==> src/rtl/muldiv_seq_if.sv <==
// Request/response bundle for the sequential RISC-V M-extension unit.
//   i_valid/o_ready  : request handshake, accepted when both high
//   i_funct3         : M-extension op select
//   i_in_a/i_in_b    : multiplicand/dividend, multiplier/divisor
//   i_kill           : abort the operation in flight
//   o_valid/o_result : one-cycle result strobe and the held result
//   o_busy           : a multiply or divide is iterating
interface muldiv_seq_if #(
  parameter int XLEN = 32
);
  logic            i_valid;
  logic            o_ready;
  logic [2:0]      i_funct3;
  logic [XLEN-1:0] i_in_a;
  logic [XLEN-1:0] i_in_b;
  logic            i_kill;
  logic            o_valid;
  logic [XLEN-1:0] o_result;
  logic            o_busy;

  modport master (
    output i_valid, i_funct3, i_in_a, i_in_b, i_kill,
    input  o_ready, o_valid, o_result, o_busy
  );

  modport slave (
    input  i_valid, i_funct3, i_in_a, i_in_b, i_kill,
    output o_ready, o_valid, o_result, o_busy
  );
endinterface

==> src/rtl/muldiv_seq.sv <==
// Sequential multiplier/divider for the RISC-V M extension.
// Multiply is shift-add retiring MUL_STEP multiplier bits per clock; divide is
// restoring division retiring DIV_STEP quotient bits per clock. Both work on
// magnitudes and apply the sign on the final edge.
//   i_clk_n : clock, rising edge active
//   i_rst_n : synchronous active-low reset
//   bus     : request/response bundle (muldiv_seq_if.slave)
module muldiv_seq #(
  parameter int XLEN     = 32,
  parameter int MUL_STEP = 2,
  parameter int DIV_STEP = 1
) (
  input logic          i_clk_n,
  input logic          i_rst_n,
  muldiv_seq_if.slave  bus
);

  localparam int CW = $clog2(XLEN) + 1;
  localparam logic [CW-1:0] K_MUL = CW'(XLEN / MUL_STEP);
  localparam logic [CW-1:0] K_DIV = CW'(XLEN / DIV_STEP);
  localparam logic [XLEN-1:0] MIN_NEG = {1'b1, {(XLEN-1){1'b0}}};

  typedef enum logic [1:0] {IDLE, MUL, DIV, DONE} state_t;
  state_t state, state_next;

  // acc holds {high, low}: for multiply {partial product, remaining multiplier},
  // for divide {partial remainder, dividend bits shifting into quotient}.
  logic [2*XLEN-1:0] acc;
  logic [XLEN-1:0]   opnd;      // |multiplicand| or |divisor|
  logic [XLEN-1:0]   a_raw;     // untouched dividend for the special cases
  logic [XLEN-1:0]   result;
  logic [2:0]        f3;
  logic              res_neg, div_zero, div_ovf, vld;
  logic [CW-1:0]     cnt;

  function automatic logic [2*XLEN-1:0] neg_wide(logic [2*XLEN-1:0] v, logic n);
    return n ? -v : v;
  endfunction

  function automatic logic [XLEN-1:0] neg_narrow(logic [XLEN-1:0] v, logic n);
    return n ? -v : v;
  endfunction

  // Capture-time decode
  logic            sgn_a, sgn_b, neg_a, neg_b, in_div, in_zero, in_ovf, in_res_neg;
  logic [XLEN-1:0] mag_a, mag_b;
  logic            accept, fin;

  always_comb begin
    sgn_a      = bus.i_funct3 inside {3'b001, 3'b010, 3'b100, 3'b110};
    sgn_b      = bus.i_funct3 inside {3'b001, 3'b100, 3'b110};
    neg_a      = sgn_a & bus.i_in_a[XLEN-1];
    neg_b      = sgn_b & bus.i_in_b[XLEN-1];
    mag_a      = neg_narrow(bus.i_in_a, neg_a);
    mag_b      = neg_narrow(bus.i_in_b, neg_b);
    in_div     = bus.i_funct3[2];
    in_zero    = in_div && (bus.i_in_b == '0);
    in_ovf     = in_div && !bus.i_funct3[0] && (bus.i_in_a == MIN_NEG) && (bus.i_in_b == '1);
    // Remainder follows the dividend; product and quotient follow both operands.
    in_res_neg = (bus.i_funct3[2] && bus.i_funct3[1]) ? neg_a : (neg_a ^ neg_b);
  end

  assign accept = (state == IDLE) && bus.i_valid && !bus.i_kill;
  assign fin    = !bus.i_kill && (((state == MUL) && (cnt == K_MUL)) ||
                                  ((state == DIV) && (cnt == K_DIV)));

  // Shift-add step: add opnd * low multiplier bits into the high half, shift right.
  logic [XLEN+MUL_STEP-1:0] pp, mul_sum;
  logic [2*XLEN-1:0]        mul_next;

  always_comb begin
    pp = '0;
    for (int j = 0; j < MUL_STEP; j++) begin
      if (acc[j]) pp = pp + ({{MUL_STEP{1'b0}}, opnd} << j);
    end
    mul_sum  = {{MUL_STEP{1'b0}}, acc[2*XLEN-1:XLEN]} + pp;
    mul_next = {mul_sum, acc[XLEN-1:MUL_STEP]};
  end

  // Restoring step: shift the next dividend bit in, keep the difference if it
  // did not borrow. A restored remainder is below the divisor, so its top bit
  // is always zero and dropping shifted[XLEN] is safe.
  logic [XLEN:0]     shifted, diff;
  logic [2*XLEN-1:0] div_next;

  always_comb begin
    div_next = acc;
    shifted  = '0;
    diff     = '0;
    for (int s = 0; s < DIV_STEP; s++) begin
      shifted = {div_next[2*XLEN-1:XLEN], div_next[XLEN-1]};
      diff    = shifted - {1'b0, opnd};
      if (!diff[XLEN]) div_next = {diff[XLEN-1:0], div_next[XLEN-2:0], 1'b1};
      else             div_next = {shifted[XLEN-1:0], div_next[XLEN-2:0], 1'b0};
    end
  end

  // Final sign correction and result select
  logic [2*XLEN-1:0] prod_c;
  logic [XLEN-1:0]   fin_val;

  always_comb begin
    prod_c  = neg_wide(acc, res_neg);
    fin_val = '0;
    if (state == MUL) begin
      fin_val = (f3[1:0] == 2'b00) ? prod_c[XLEN-1:0] : prod_c[2*XLEN-1:XLEN];
    end else if (div_zero) begin
      fin_val = f3[1] ? a_raw : '1;
    end else if (div_ovf) begin
      fin_val = f3[1] ? '0 : a_raw;
    end else begin
      fin_val = f3[1] ? neg_narrow(acc[2*XLEN-1:XLEN], res_neg)
                      : neg_narrow(acc[XLEN-1:0], res_neg);
    end
  end

  // Control state register
  always_ff @(posedge i_clk_n) begin
    if (!i_rst_n) state <= IDLE;
    else          state <= state_next;
  end

  always_comb begin
    state_next = state;
    case (state)
      IDLE:    if (accept) state_next = bus.i_funct3[2] ? DIV : MUL;
      MUL:     if (bus.i_kill) state_next = IDLE;
               else if (cnt == K_MUL) state_next = DONE;
      DIV:     if (bus.i_kill) state_next = IDLE;
               else if (cnt == K_DIV) state_next = DONE;
      DONE:    state_next = IDLE;
      default: state_next = IDLE;
    endcase
  end

  // Datapath. Special divides preload the step counter as already finished so
  // the next edge goes straight to DONE.
  always_ff @(posedge i_clk_n) begin
    if (!i_rst_n) begin
      acc      <= '0;
      opnd     <= '0;
      a_raw    <= '0;
      f3       <= '0;
      res_neg  <= 1'b0;
      div_zero <= 1'b0;
      div_ovf  <= 1'b0;
      cnt      <= '0;
      result   <= '0;
      vld      <= 1'b0;
    end else begin
      vld <= 1'b0;
      if (accept) begin
        acc      <= {{XLEN{1'b0}}, (in_div ? mag_a : mag_b)};
        opnd     <= in_div ? mag_b : mag_a;
        a_raw    <= bus.i_in_a;
        f3       <= bus.i_funct3;
        res_neg  <= in_res_neg;
        div_zero <= in_zero;
        div_ovf  <= in_ovf;
        cnt      <= (in_zero || in_ovf) ? K_DIV : '0;
      end else if (state == MUL && !bus.i_kill && cnt != K_MUL) begin
        acc <= mul_next;
        cnt <= cnt + CW'(1);
      end else if (state == DIV && !bus.i_kill && cnt != K_DIV) begin
        acc <= div_next;
        cnt <= cnt + CW'(1);
      end
      if (fin) begin
        result <= fin_val;
        vld    <= 1'b1;
      end
    end
  end

  assign bus.o_ready  = (state == IDLE);
  assign bus.o_busy   = (state == MUL) || (state == DIV);
  assign bus.o_valid  = vld;
  assign bus.o_result = result;

endmodule

==> src/flat_wrapper.sv <==
// flat-port wrapper written by rule: the top's interface ports become plain ports
module muldiv_seq_flat 
#(
  parameter int XLEN     = 32,
  parameter int MUL_STEP = 2,
  parameter int DIV_STEP = 1
)
  (i_clk_n, i_rst_n, bus_i_valid, bus_i_funct3, bus_i_in_a, bus_i_in_b, bus_i_kill, bus_o_ready, bus_o_valid, bus_o_result, bus_o_busy);
  muldiv_seq_if #(.XLEN(XLEN)) bus_i ();
  input logic i_clk_n;
  input logic i_rst_n;
  input wire logic [$bits(bus_i.i_valid)-1:0] bus_i_valid;
  input wire logic [$bits(bus_i.i_funct3)-1:0] bus_i_funct3;
  input wire logic [$bits(bus_i.i_in_a)-1:0] bus_i_in_a;
  input wire logic [$bits(bus_i.i_in_b)-1:0] bus_i_in_b;
  input wire logic [$bits(bus_i.i_kill)-1:0] bus_i_kill;
  output wire logic [$bits(bus_i.o_ready)-1:0] bus_o_ready;
  output wire logic [$bits(bus_i.o_valid)-1:0] bus_o_valid;
  output wire logic [$bits(bus_i.o_result)-1:0] bus_o_result;
  output wire logic [$bits(bus_i.o_busy)-1:0] bus_o_busy;
  assign bus_i.i_valid = bus_i_valid;
  assign bus_i.i_funct3 = bus_i_funct3;
  assign bus_i.i_in_a = bus_i_in_a;
  assign bus_i.i_in_b = bus_i_in_b;
  assign bus_i.i_kill = bus_i_kill;
  assign bus_o_ready = bus_i.o_ready;
  assign bus_o_valid = bus_i.o_valid;
  assign bus_o_result = bus_i.o_result;
  assign bus_o_busy = bus_i.o_busy;
  muldiv_seq #(.XLEN(XLEN), .MUL_STEP(MUL_STEP), .DIV_STEP(DIV_STEP)) u_core (.i_clk_n(i_clk_n), .i_rst_n(i_rst_n), .bus(bus_i));
endmodule
==> config.mk <==
export PLATFORM = sky130hd
export DESIGN_NAME = muldiv_seq_flat
export DESIGN_NICKNAME = d
export VERILOG_FILES = /design/src/rtl/muldiv_seq_if.sv /design/src/rtl/muldiv_seq.sv /design/src/flat_wrapper.sv
export SDC_FILE = /design/constraint.sdc
export NUM_CORES = 1
export LEC_CHECK = 0
export BUFFER_PORTS_ARGS = -buffer_cell sky130_fd_sc_hd__buf_4
export CAP_MARGIN = 20
export CORE_MARGIN = 2
export CORE_UTILIZATION = 36
export CTS_CLUSTER_SIZE = 14
export DETAILED_ROUTE_END_ITERATION = 8
export PLACE_DENSITY = 0.61
export SLEW_MARGIN = 20
export SYNTH_ARGS = -nofsm -noshare
export SYNTH_HDL_FRONTEND = slang
export SYNTH_SLANG_ARGS = --single-unit
==> constraint.sdc <==
create_clock -name i_clk_n -period 12.4 [get_ports i_clk_n]
set_clock_uncertainty 0.1 [all_clocks]
set_input_delay 2.48 -clock i_clk_n [delete_from_list [all_inputs] [get_ports i_clk_n]]
set_output_delay 2.48 -clock i_clk_n [all_outputs]
set_load 0.02 [all_outputs]
Word-level counts from Yosys, hierarchy flattened
Index checks and enable logic that the tools add are counted.
{"block": "totals", "ff_bits": 174, "in_bits": 71, "wordCells": 102}
{"block": "op_classes", "add_sub_neg": 9, "eq_ne": 16, "mux": 33, "bitwise": 4, "n_reduce_logical": 28}
{"operator": "32-bit two-way mux", "count": 15}
{"operator": "64-bit two-way mux", "count": 4}
{"operator": "32-bit negation", "count": 4}
{"operator": "32-bit equality test (second input constant)", "count": 2}
{"operator": "64-bit negation", "count": 1}
{"operator": "32-bit by 33-bit adder with 34-bit output", "count": 1}
{"operator": "32-bit by 34-bit adder with 34-bit output", "count": 1}
{"operator": "34-bit two-way mux", "count": 1}
{"operator": "33-bit by 32-bit subtractor with 33-bit output", "count": 1}
{"operator": "32-bit logical NOT", "count": 1}
{"operator": "6-bit two-way mux", "count": 4}
{"operator": "1-bit logical AND", "count": 14}
{"operator": "2-bit two-way mux", "count": 6}
{"operator": "2-bit one-hot mux with 4 select lines", "count": 1}
{"operator": "6-bit by 1-bit adder with 6-bit output (second input constant)", "count": 1}
{"operator": "3-bit equality test (second input constant)", "count": 2}
{"operator": "6-bit by 5-bit equality test with 1-bit output (second input constant)", "count": 1}
{"operator": "6-bit equality test (second input constant)", "count": 1}
{"operator": "3-bit by 2-bit != test with 1-bit output (second input constant)", "count": 2}
{"operator": "6-bit by 5-bit != test with 1-bit output (second input constant)", "count": 1}
{"operator": "6-bit != test (second input constant)", "count": 1}
{"operator": "3-bit nonzero test", "count": 2}
{"operator": "2-bit equality test (second input constant)", "count": 2}
{"operator": "2-bit logical NOT", "count": 2}
{"operator": "14 further kinds", "count": 19}

Logic depth before layout (Yosys ltp)
{"block": "logic_depth", "word_depth": 7, "depth_mapped": 29}

Worst setup path after synthesis
Ideal clock, no wire load.
{"block": "synth_path", "path_kind": "register to register", "from": "register u_core.acc[0]", "to": "register u_core.acc[63]", "setup_ps": 116, "arrival_time_ps": 5485, "setup_slack_ps": 6698, "stages_incl_launch_ff": 27, "period_less_slack_ps": 5702, "cell_sequence": "dfxtp_1 -> clkbuf_1 -> clkbuf_1 -> inv_1 -> clkbuf_1 -> nor2_1 -> ha_1 -> a21o_1 -> clkbuf_1 -> a211oi_1 -> a31oi_1 -> o31ai_1 -> o31a_1 -> o21ai_0 -> a21o_1 -> a21oi_1 -> xnor2_1 -> mux2_2 -> ha_1 -> and3_1 -> nand4_1 -> o31ai_1 -> o31ai_1 -> a21boi_0 -> o211ai_1 -> xnor2_1 -> o211a_1"}
{"block": "synth_via", "elab_chain_len": 5}
{"element": "start, declared", "line": "muldiv_seq.sv:28", "text": "logic [2*XLEN-1:0] acc;"}
{"element": "start signal, assigned", "line": "muldiv_seq.sv:153", "text": "acc <= {{XLEN{1'b0}}, (in_div ? mag_a : mag_b)};"}
{"element": "start signal, assigned", "line": "muldiv_seq.sv:162", "text": "acc <= mul_next;"}
{"element": "start signal, assigned", "line": "muldiv_seq.sv:165", "text": "acc <= div_next;"}
{"element": "32-bit two-way mux (*)", "line": "muldiv_seq.sv:74", "text": "if (acc[j]) pp = pp + ({{MUL_STEP{1'b0}}, opnd} << j);"}
{"element": "32-bit by 33-bit adder with 34-bit output", "line": "muldiv_seq.sv:74"}
{"element": "34-bit two-way mux (*)", "line": "muldiv_seq.sv:74"}
{"element": "32-bit by 34-bit adder with 34-bit output (*)", "line": "muldiv_seq.sv:76", "text": "mul_sum = {{MUL_STEP{1'b0}}, acc[2*XLEN-1:XLEN]} + pp;"}
{"element": "64-bit two-way mux (*)", "line": "muldiv_seq.sv:161", "text": "end else if (state == MUL && !bus.i_kill && cnt != K_MUL) begin"}
Mark *: on every way between the ends. The rest lies on a longest branch, timed or not.
A chain may end at the register's enable or synchronous reset.

Worst setup path in the final report
{"block": "layout_path", "from": "register u_core.opnd[2]", "to": "register u_core.acc[61]"}
{"block": "layout_via", "elab_chain_len": 5, "elab_cells_between_ends": 8}
{"element": "start, declared", "line": "muldiv_seq.sv:29", "text": "logic [XLEN-1:0] opnd;"}
{"element": "start signal, assigned", "line": "muldiv_seq.sv:154", "text": "opnd <= in_div ? mag_b : mag_a;"}
{"element": "32-bit two-way mux", "line": "muldiv_seq.sv:74"}
{"element": "32-bit by 33-bit adder with 34-bit output", "line": "muldiv_seq.sv:74"}
{"element": "34-bit two-way mux", "line": "muldiv_seq.sv:74"}
{"element": "32-bit by 34-bit adder with 34-bit output", "line": "muldiv_seq.sv:76"}
{"element": "64-bit two-way mux (*)", "line": "muldiv_seq.sv:161"}
Mark *: on every way between the ends. The rest lies on a longest branch, timed or not. The select of a mux whose other input is x is not followed.

==> summary.md <==
For this run, the leading register cell type out of synthesis is sky130_fd_sc_hd__dfxtp_1. Counting along the longest clock path gives a buffer depth of 2. Insertion delay of the later-clocked pin in the worst-skew pair: 0.46 ns. The global routing met1 resource utilization was 33.9%; the number of sinks on the clock net was 174. Summing the areas of all compound-gate instances in the mapped netlist gives 31.2% of the synthesized area.

The worst setup path is captured at a flop. The congestion estimate from routability-driven global placement came to 0.972. For the antenna diode instance count, the log shows 0. In this run the core area contains 82 standard-cell rows. The share of total power in sequential cells is 22.9%, and the number of antenna violations at the first check in global routing is 1. The die covers 0.0523 mm².

In the layout the commonest cells are sky130_fd_sc_hd__nand2_1, sky130_fd_sc_hd__a21oi_1, sky130_fd_sc_hd__dfxtp_1, sky130_fd_sc_hd__nor2_1, sky130_fd_sc_hd__o21ai_0. For this run, design rule violations remaining after detail routing come to 0. The number of nets in the layout was 2732. For the fraction of the yosys area taken by sequential cells, the log shows 19.1%. For this block, the initial DRC count from the detailed router was 1824.

The proportion of total power due to net switching works out to 50.9%. Entering global routing, the biggest net connects 108 pins. The run gives 6.63 ns as the worst endpoint data arrival time. After global routing, the most crowded layer is met2.

From synthesis to final layout, the design area changed by 9.81%. The floorplan step defined a core boundary enclosing 0.0501 mm². Setup repair after global routing left no endpoint under its margin. The layout has 5321 filler cells. The final layout contains routed wiring with a total length of 69.0 mm. Clock tree synthesis selected as its root buffer the cell sky130_fd_sc_hd__clkbuf_16. The wire-length estimate of the detail-placed layout is 53.7 mm. The post-route minimum period was 6.41 ns. For the switching power of the nets, the log shows 1850 µW. The largest vdd supply drop came out at 94.0 µV.

By area, the combinational part of the netlist is dominated by compound AO/OA/AOI/OAI gates. Critical path class: flop to flop. The number of global-route vias before repair was 17800; the total power was 3640 µW. For the max capacitance violation total, the log shows 0. Clock-pin slew was measured on the worst setup and hold paths at 0.07 ns. For this run the aggregate overflow at the end of global routing stands at 0. The cell area after synthesis came out at 0.0182 mm². The run gives 0.00797 µW as the leakage power total. The pre-antenna-repair detailed-routing pass consisted of 6 iterations. The number of flip-flops and latches in the synthesized netlist was 174; the vertical die dimension was 229 µm. The tools report the final count of pins violating max slew as 0. Detailed routing inserted a total of 19200 vias. The deepest level of the CTS H-tree was 4; the vias per cell was 5.92.

The portion of the clock cycle consumed by the worst path in the final layout works out to 51.7%. Counting every net in the synthesized netlist gives 2761. The tightest slew margin relative to the limit was 34.6%; the number of buffers added on ports was 105. Startpoint type of the worst setup path: a flop.

Of all cell types, the one taking the most synthesized area is sky130_fd_sc_hd__dfxtp_1. The overall routing resource usage is 25.8%, and the average routed wire per standard cell is 21.3 µm. In the post-synthesis netlist, the biggest area contributors are sky130_fd_sc_hd__dfxtp_1, sky130_fd_sc_hd__nand2_1, sky130_fd_sc_hd__ha_1, sky130_fd_sc_hd__xnor2_1, sky130_fd_sc_hd__a21oi_1.

At the pin with the least slew margin, the transition time is 0.981 ns. The run finished with clean final reports. Of the post-synthesis cell area, the part taken by muxes is 2.90%. The ratio of total power to cell area works out to 182 mW/mm².

Once the clock tree was built, the resizer swapped 0 gates to a different size. Averaged over all synthesized cells, the footprint is 7.03 µm². Summing the areas of all and, or, nand and nor instances in the mapped netlist gives 22.6% of the synthesized area. The share of Yosys cell area claimed by the top area cell type was 19.1%; the setup TNS was 0 ns. The adder and majority cell fraction of the synthesized area works out to 7.26%. TritonCTS built the clock tree. The synthesized design contains 0 enable-type register cells. Hold repair after CTS inserted 0 buffers. The path class of the tightest hold or removal check is flop to flop. For the number of buffers added for setup after CTS, the log shows 0.

Of the total power, the clock network draws 15.3%. The post-synthesis async set-or-reset flop share is 0%. In this run the worst path has a maximum fanout of 14. For this design the top-level I/O count stands at 106. For the first-pass GRT wire length, the log shows 105 mm. The run gives 84 as the number of distinct library cell variants in the gate-level netlist after synthesis. Derived from the worst setup path, the maximum achievable clock frequency is 0.156 GHz.

The cell count after synthesis came out at 2587. The residual antenna-violating net count after detailed routing came out at 0. The fraction of final layout cells sized beyond drive strength 1 is 9.18%.

Most common cell after layout, fill and taps aside: sky130_fd_sc_hd__nand2_1. The tools report the required time at the endpoint of the critical path as 12.61 ns. In this run, the combinational gates consume 61.8% of the power.

Counting the buffers created by CTS gives 17. In the global route stage, met2 resource usage came out at 40.5%. Setup violations remaining at the end of the flow were counted as 0.

After Yosys synthesis, XOR and XNOR cells account for 11.3% of the synthesized area. For this run, global-route usage on met3 was measured as 4.78%. For this configuration, the core starts out at a cell density of 36.3%. Cells fill 39.9% of the core in the end.

Measured along the x axis, the die boundary spans 229 µm. During synthesis, Yosys emitted a total of 0 warnings. On the final layout, the worst hold slack is 0.356 ns.

The final hold violation count is 0. The internal power summed over all cells was 1790 µW.
## critical path, cell delays in order, from the launching register on
cell,delay [ns]
sky130_fd_sc_hd__dfxtp_1,0.63
sky130_fd_sc_hd__inv_1,0.26
sky130_fd_sc_hd__nor2_1,0.25
sky130_fd_sc_hd__ha_1,0.19
sky130_fd_sc_hd__a21o_1,0.30
sky130_fd_sc_hd__a21oi_1,0.12
sky130_fd_sc_hd__o31a_1,0.25
sky130_fd_sc_hd__a31oi_1,0.39
sky130_fd_sc_hd__o31ai_1,0.15
sky130_fd_sc_hd__buf_4,0.18
sky130_fd_sc_hd__o31a_1,0.35
sky130_fd_sc_hd__o21ai_0,0.30
sky130_fd_sc_hd__a21o_1,0.17
sky130_fd_sc_hd__a21oi_1,0.08
sky130_fd_sc_hd__xnor2_1,0.13
sky130_fd_sc_hd__mux2_2,0.26
sky130_fd_sc_hd__ha_1,0.33
sky130_fd_sc_hd__and3_1,0.23
sky130_fd_sc_hd__nand4_1,0.10
sky130_fd_sc_hd__o31ai_1,0.08
sky130_fd_sc_hd__o31ai_1,0.61
sky130_fd_sc_hd__a21oi_1,0.20
sky130_fd_sc_hd__o21a_1,0.20
sky130_fd_sc_hd__o41ai_1,0.27
sky130_fd_sc_hd__a31oi_1,0.13
## state kept, by name, summed over array words and instances (netlist names)
signal,cells
u_core.opnd,32
u_core.a_raw,32
u_core.acc,64
u_core.bus.o_valid,1
u_core.cnt,6
u_core.div_ovf,1
u_core.res_neg,1
u_core.f3,2
u_core.state,2
u_core.bus.o_result,32
u_core.div_zero,1
## final cells by class
type	count	area (µm²)	area share, %
Clock inverter	13	155	0.777
Timing Repair Buffer	136	1030	5.15
Inverter	81	304	1.52
Multi-Input combinational cell	2148	13700	68.7
Clock buffer	18	429	2.15
Tap cell	672	841	4.21
Sequential cell	174	3480	17.4
## synthesized netlist by cell type (5+ instances only)
| library cell | n |
|---|---|
| sky130_fd_sc_hd__nand2_1 | 428 |
| sky130_fd_sc_hd__a21oi_1 | 186 |
| sky130_fd_sc_hd__dfxtp_1 | 174 |
| sky130_fd_sc_hd__nor2_1 | 172 |
| sky130_fd_sc_hd__o21ai_0 | 167 |
| sky130_fd_sc_hd__clkbuf_1 | 162 |
| sky130_fd_sc_hd__xnor2_1 | 142 |
| sky130_fd_sc_hd__o211ai_1 | 108 |
| sky130_fd_sc_hd__ha_1 | 100 |
| sky130_fd_sc_hd__a21boi_0 | 92 |
| sky130_fd_sc_hd__xor2_1 | 92 |
| sky130_fd_sc_hd__inv_1 | 80 |
| sky130_fd_sc_hd__nand3_1 | 76 |
| sky130_fd_sc_hd__a21o_1 | 49 |
| sky130_fd_sc_hd__o31ai_1 | 48 |
| sky130_fd_sc_hd__nor3_1 | 32 |
| sky130_fd_sc_hd__mux2_2 | 29 |
| sky130_fd_sc_hd__nor2b_1 | 28 |
| sky130_fd_sc_hd__nand2b_1 | 27 |
| sky130_fd_sc_hd__and2_1 | 25 |
| sky130_fd_sc_hd__mux2i_1 | 20 |
| sky130_fd_sc_hd__or3_1 | 20 |
| sky130_fd_sc_hd__a31oi_1 | 19 |
| sky130_fd_sc_hd__o22ai_1 | 19 |
| sky130_fd_sc_hd__o221ai_1 | 18 |
| sky130_fd_sc_hd__o21a_1 | 16 |
| sky130_fd_sc_hd__o21bai_1 | 16 |
| sky130_fd_sc_hd__nand4_1 | 15 |
| sky130_fd_sc_hd__nor4_1 | 15 |
| sky130_fd_sc_hd__o21ai_1 | 14 |
| sky130_fd_sc_hd__and3_1 | 13 |
| sky130_fd_sc_hd__buf_1 | 13 |
| sky130_fd_sc_hd__a211oi_1 | 12 |
| sky130_fd_sc_hd__or2_2 | 12 |
| sky130_fd_sc_hd__a221oi_1 | 11 |
| sky130_fd_sc_hd__nand4b_1 | 8 |
| sky130_fd_sc_hd__o211a_1 | 8 |
| sky130_fd_sc_hd__o31a_1 | 8 |
| sky130_fd_sc_hd__o41ai_1 | 8 |
| sky130_fd_sc_hd__or4_1 | 8 |
| sky130_fd_sc_hd__a22oi_1 | 7 |
| sky130_fd_sc_hd__buf_2 | 6 |
| sky130_fd_sc_hd__a211o_1 | 5 |
| sky130_fd_sc_hd__nand3b_1 | 5 |
## routing by layer
layer	wire length, µm	part of all wire (%)	vias up
met5	13	0.019	-
met4	3480	5.0	2
met3	4890	7.1	148
met2	30300	44	730
met1	30300	44	9149
li1	-	-	9176
## power groups by stage
stage	combinational, µW	clock [µW]	sequential [µW]
CTS	2210	562	822
finish	2250	558	832
floorplan	1700	0	721
global placement	2170	0	832
detailed placement	2190	0	834
global route	2460	586	839
## worst paths after layout
check                                       startpoint                              endpoint  slack, ns  cells past startpoint
hold reg to reg   u_core.bus.o_result[25]$_SDFFE_PN0P_  u_core.bus.o_result[25]$_SDFFE_PN0P_       0.36                      2
setup / recovery           u_core.opnd[2]$_SDFFE_PN0P_           u_core.acc[61]$_SDFFE_PP0P_       5.99                     24
hold / removal    u_core.bus.o_result[25]$_SDFFE_PN0P_  u_core.bus.o_result[25]$_SDFFE_PN0P_       0.36                      2
setup reg to reg           u_core.opnd[2]$_SDFFE_PN0P_           u_core.acc[61]$_SDFFE_PP0P_       5.99                     24
## kinds of logic (layout without fill, tap and decap cells)
kind of cell,Yosys count,in the layout
AO/OA/AOI/OAI,858,858
multiplexers,49,49
adder cells (fa/ha/maj),104,104
buffers and inverters,265,248
XOR/XNOR,234,234
AND/OR/NAND/NOR,903,903
flip-flops,174,174
## metrics by stage
step                      area [µm²]  worst slack, ns  std cells
after CTS                      20000             5.83       3241
after floorplan                18200             6.70       2587
final                          20000             5.99       3242
after global routing           20000             5.53       3242
after detailed placement       19400             5.85       3210
after global placement         19400             6.00       3210
(Power assumes the default switching activity.)
